### src/rtl/lfsr_rng_if.sv
// lfsr_rng_if: sample handshake between the LFSR random source and its consumer.
//   random     - registered sample (driven by the source)
//   rand_valid - random holds an unconsumed sample (driven by the source)
//   rand_ready - consumer accepts random while rand_valid=1 (driven by the consumer)
interface lfsr_rng_if #(
  parameter int unsigned WIDTH = 8
);
  logic [WIDTH-1:0] random;
  logic             rand_valid;
  logic             rand_ready;

  modport master (
    output random,
    output rand_valid,
    input  rand_ready
  );

  modport slave (
    input  random,
    input  rand_valid,
    output rand_ready
  );
endinterface

### src/rtl/lfsr_rng.sv
// lfsr_rng: parametrised Fibonacci-LFSR pseudo-random source with decimation.
// The LFSR shifts STRIDE times, then spends one cycle capturing its state into a
// single-entry output slot that the consumer drains through a valid/ready handshake.
// Ports:
//   clk, rst     - rising-edge clock, asynchronous active-high reset
//   en           - advance enable; 0 freezes the shift counter and LFSR state
//   seed_load    - load seed_in into the LFSR this cycle (priority over en)
//   seed_in      - seed value; zero selects SEED instead
//   rng          - master side of the sample handshake (random/rand_valid/rand_ready)
//   overrun      - sticky flag: a captured sample was dropped because the slot was full
//   overrun_clr  - clears overrun (a drop in the same cycle wins)
module lfsr_rng #(
  parameter int unsigned     WIDTH  = 8,
  parameter logic [WIDTH-1:0] TAPS  = 8'hB8,
  parameter logic [WIDTH-1:0] SEED  = 8'h0F,
  parameter int unsigned     STRIDE = 13
) (
  input  logic             clk,
  input  logic             rst,
  input  logic             en,
  input  logic             seed_load,
  input  logic [WIDTH-1:0] seed_in,
  lfsr_rng_if.master       rng,
  output logic             overrun,
  input  logic             overrun_clr
);

  localparam int unsigned CntW = $clog2(STRIDE + 1);

  logic [WIDTH-1:0] state_q, state_d;
  logic [CntW-1:0]  cnt_q, cnt_d;
  logic [WIDTH-1:0] random_q, random_d;
  logic             valid_q, valid_d;
  logic             overrun_q, overrun_d;

  logic fb;
  logic at_capture;
  logic consume;

  assign fb         = ^(state_q & TAPS);
  assign at_capture = (cnt_q == CntW'(STRIDE));
  assign consume    = valid_q & rng.rand_ready;

  always_comb begin
    state_d   = state_q;
    cnt_d     = cnt_q;
    random_d  = random_q;
    valid_d   = valid_q;
    overrun_d = overrun_q;

    // LFSR and phase counter
    if (seed_load) begin
      state_d = (seed_in == '0) ? SEED : seed_in;
      cnt_d   = '0;
    end else begin
      if (en) begin
        if (at_capture) begin
          cnt_d = '0;
        end else begin
          cnt_d   = cnt_q + 1'b1;
          state_d = {state_q[WIDTH-2:0], fb};
        end
      end
      // All-zero is a fixed point of the XOR feedback; escape it whenever seen.
      if (state_q == '0) begin
        state_d = SEED;
      end
    end

    // Output slot: a consume frees it, a capture in the same cycle refills it.
    if (consume) begin
      valid_d = 1'b0;
    end
    if (overrun_clr) begin
      overrun_d = 1'b0;
    end
    if (en && !seed_load && at_capture) begin
      if (!valid_q || consume) begin
        random_d = state_q;
        valid_d  = 1'b1;
      end else begin
        overrun_d = 1'b1;
      end
    end
  end

  always_ff @(posedge clk or posedge rst) begin
    if (rst) begin
      state_q   <= SEED;
      cnt_q     <= '0;
      random_q  <= '0;
      valid_q   <= 1'b0;
      overrun_q <= 1'b0;
    end else begin
      state_q   <= state_d;
      cnt_q     <= cnt_d;
      random_q  <= random_d;
      valid_q   <= valid_d;
      overrun_q <= overrun_d;
    end
  end

  assign rng.random     = random_q;
  assign rng.rand_valid = valid_q;
  assign overrun        = overrun_q;

endmodule

### src/flat_wrapper.sv
// flat-port wrapper written by rule: the top's interface ports become plain ports
module lfsr_rng_flat 
#(
  parameter int unsigned     WIDTH  = 8,
  parameter logic [WIDTH-1:0] TAPS  = 8'hB8,
  parameter logic [WIDTH-1:0] SEED  = 8'h0F,
  parameter int unsigned     STRIDE = 13
)
  (clk, rst, en, seed_load, seed_in, overrun, overrun_clr, rng_random, rng_rand_valid, rng_rand_ready);
  lfsr_rng_if #(.WIDTH(WIDTH)) rng_i ();
  input  logic clk;
  input  logic rst;
  input  logic en;
  input  logic seed_load;
  input  logic [WIDTH-1:0] seed_in;
  output logic overrun;
  input  logic overrun_clr;
  output wire logic [$bits(rng_i.random)-1:0] rng_random;
  output wire logic [$bits(rng_i.rand_valid)-1:0] rng_rand_valid;
  input wire logic [$bits(rng_i.rand_ready)-1:0] rng_rand_ready;
  assign rng_random = rng_i.random;
  assign rng_rand_valid = rng_i.rand_valid;
  assign rng_i.rand_ready = rng_rand_ready;
  lfsr_rng #(.WIDTH(WIDTH), .TAPS(TAPS), .SEED(SEED), .STRIDE(STRIDE)) u_core (.clk(clk), .rst(rst), .en(en), .seed_load(seed_load), .seed_in(seed_in), .rng(rng_i), .overrun(overrun), .overrun_clr(overrun_clr));
endmodule
### config.mk
export PLATFORM = sky130hd
export DESIGN_NAME = lfsr_rng_flat
export DESIGN_NICKNAME = d
export VERILOG_FILES = /design/src/rtl/lfsr_rng_if.sv /design/src/rtl/lfsr_rng.sv /design/src/flat_wrapper.sv
export SDC_FILE = /design/constraint.sdc
export NUM_CORES = 1
export LEC_CHECK = 0
export ABC_AREA = 1
export BUFFER_PORTS_ARGS = -buffer_cell sky130_fd_sc_hd__buf_4
export CAP_MARGIN = 20
export CORE_ASPECT_RATIO = 0.75
export CORE_MARGIN = 2
export CORE_UTILIZATION = 48
export DETAILED_ROUTE_END_ITERATION = 7
export GPL_TIMING_DRIVEN = 0
export MAX_ROUTING_LAYER = met4
export PLACE_DENSITY = 0.83
export SYNTH_ARGS = -nofsm -noshare
export SYNTH_HDL_FRONTEND = slang
export SYNTH_SLANG_ARGS = --single-unit
export TNS_END_PERCENT = 30
### constraint.sdc
create_clock -name clk -period 1.2 [get_ports clk]
set_input_delay 0.06 -clock clk [delete_from_list [all_inputs] [get_ports clk]]
set_output_delay 0.06 -clock clk [all_outputs]
set_load 0.01 [all_outputs]
==> results by group <==
Logic synthesis
  – Post-synthesis register bit count: 22
  – Yosys top cell area share: 0.367
  – Net Count, Synth: 172
  – Syn_area_per_cell: 7.91 sq um
  – Synthesized instance count: 155
  – Synthesized cell area: 1230 sq um
  – Register area share after synthesis: 0.453
  – Cell variety after synth: 19
  – Largest cells by area after synthesis: dfrtp_1 37%, nand2_1 14%, dfstp_2 8.6%, o21ai_2 5.7%, nand3_1 5.3%
  – Yosys warning count: 0
  – Area leader, netlist: dfrtp_1

Floorplanning
  – Die area: 2980 sq um
  – Die Wd: 62.4 microns
  – Core area: 2360 sq um
  – Starting Density: 0.519
  – IO Count: 24
  – Rows: 15
  – Die height: 47.8 microns

Finish
  – Area grow syn2layout: 41.6%
  – Most common cell after layout, fill and taps aside: buf_4
  – Diodes inserted: 0
  – Share of cells above drive strength 1: 0.472
  – Total Nets Final: 215
  – Most frequent cells in the layout: 34 x buf_4, 32 x nand2_1, 18 x dfrtp_1
  – Fin cells: 231

STA
  – FMAX: 741 MHz
  – Final Cycle Share: 1.12
  – RSZ-0062 raised after global routing: true
  – Slew @ Worst Pin: 821 ps
  – Slew HR: 0.452
  – Hold slack final: 42.7 ps
  – Final TNS setup: -1380 ps
  – Min Tclk post-route: 1350 ps
  – Setup violations, final: 16
  – Fin. max-slew vios: 0
  – Min setup slack post-route: -149 ps
  – Layout Skew: 9.94 ps
  – Fin. Hold Viols: 0

Run
  – Count of maximum capacitance violations: 0

Place
  – Pre-CTS setup slack: -169 ps
  – Routability cong.: 0.822
  – DP Cell Count: 211
  – DP HPWL: 2010 microns
  – PortBufs: 22

Clocking
  – CTS root buf: clkbuf_4
  – CTS Buf Count: 3
  – Clock slew at reported path FFs: 120 ps
  – CTS tree: built
  – Clk sinks: 22
  – Clk_lat worst skew: 320 ps
  – H-tree depth: 1
  – Clk buf depth: 2

Detailed routing
  – Pre-antenna DRT Iters: 5
  – Drt total wl: 3210 microns
  – Routed length per instance: 13.9 microns
  – DR vias: 1,167
  – Drt drc: 0
  – Antenna Nets Post-Route: 0
  – Initial DRC Count: 41
  – Drt via density: 5.05

Critical path
  – Critical Path AT: 1610 ps
  – R2r setup slk: -150 ps
  – Crit path from: u_core.state_q[6]
  – Worst path required time: 1460 ps
  – R2r endpoint: u_core.state_q[0]
  – Worst reg2reg path depth: 8
  – Crit path launch type: flip-flop
  – CP Capture Type: flip-flop
  – RR Startpoint: u_core.state_q[6]
  – Worst-path maximum fanout: 7
  – Worst setup path class: flip-flop to flip-flop

Worst hold path
  – Hold path depth: 5
  – Hold EP: u_core.state_q[5]
  – Min-delay src: seed_in[5]
  – Hold crit path type: input port to flip-flop

Pwr
  – VDD IR-drop max: 0.000889 V
  – Cell area power density: 1060 nW/um^2
  – Tot Pwr: 1.84 mW
  – Pleak: 0.869 nW

Global route
  – First-pass GRT wire length: 4650 microns
  – Largest net degree at the start of global routing: 23
  – Initial antenna violation count: 0
  – Gr ovfl total: 0
  – Tot GR Track Use: 0.218
  – Vias in the first global route: 1,053

Run status
  – Failing checks: setup timing
  – Status: finished with violations
==> stage by stage <==
stage | area, sq um | utilization
global route | 1740 | 0.734
detailed placement | 1430 | 0.606
global placement | 1430 | 0.606
CTS | 1640 | 0.695
floorplan | 1230 | -
finish | 1740 | 0.734
==> Yosys cell counts <==
master and n:
nand2_1 47, inv_2 3, inv_1 17, buf_6 1
xnor2_1 1, nand2_2 4, xor2_1 1, dfstp_2 4
dfrtp_1 18, o22ai_1 1, nand3_4 2, o21ai_0 13
nor2_1 16, o21ai_2 8, ha_1 3, nor2_4 1
nand3_1 13, nand3_2 1, buf_2 1
==> sequential cells by signal, indices dropped and copies added, names as in the netlist <==
| signal | count |
|---|---|
| u_core.rng.random | 8 |
| u_core.state_q | 8 |
| u_core.cnt_q | 4 |
| u_core.overrun | 1 |
| u_core.rng.rand_valid | 1 |
==> layer usage <==
layer,wire (microns),vias up,GRT usage
met1,1370,537,0.261
met4,46,0,0.0933
met2,1580,54,0.374
li1,-,572,-
met3,211,4,0.0447
met5,0,-,-
==> cell type report <==
class	instances	area (sq um)
sequential	22	556
tap	34	42.5
fill	184	628
clock buffer	3	22.5
inverter	20	82.6
multi-input combinational	111	669
buffer	2	20.0
clock inverter	1	30.0
timing repair buffer	38	314
==> cell families (layout without fill, tap and decap cells) <==
| kind of cell | Yosys count | after routing | share of synthesized area |
|---|---|---|---|
| fa+ha+maj | 3 | 3 | 0.0306 |
| simple gates | 84 | 84 | 0.312 |
| compound gates | 22 | 22 | 0.115 |
| flops | 22 | 22 | 0.453 |
| xor+xnor | 2 | 2 | 0.0143 |
| buf+inv | 22 | 64 | 0.0745 |
==> worst max-delay path by stage <==
stage                                end  cells past startpoint
floorplan           u_core.rng.random[0]                      8
global placement       u_core.state_q[2]                      9
detailed placement     u_core.state_q[2]                      9
CTS                 u_core.rng.random[6]                      8
global route           u_core.state_q[0]                      9
finish                 u_core.state_q[0]                      8
==> critical path, stage by stage, from the launching register on <==
cell and delay, ps:
dfrtp_1 410, inv_1 170, nand2_1 80, nor2_1 120
nand2_2 140, nand3_4 180, inv_4 60, nand2_1 60
nand2_1 60
==> power by group <==
group,internal (mW),switching [mW]
clock network,0.338,0.244
registers,0.794,0.0363
logic,0.183,0.246
==> timing repair <==
action                                  4_1_cts  5_1_grt
buffers inserted                              7        6
pin swaps                                     1        7
endpoints found under the hold margin        19        0
gates cloned                                  1        0
endpoints found under the setup margin       17       18
gates resized for setup                      22       20
hold buffers                                  2        0
(Power assumes the default switching activity.)
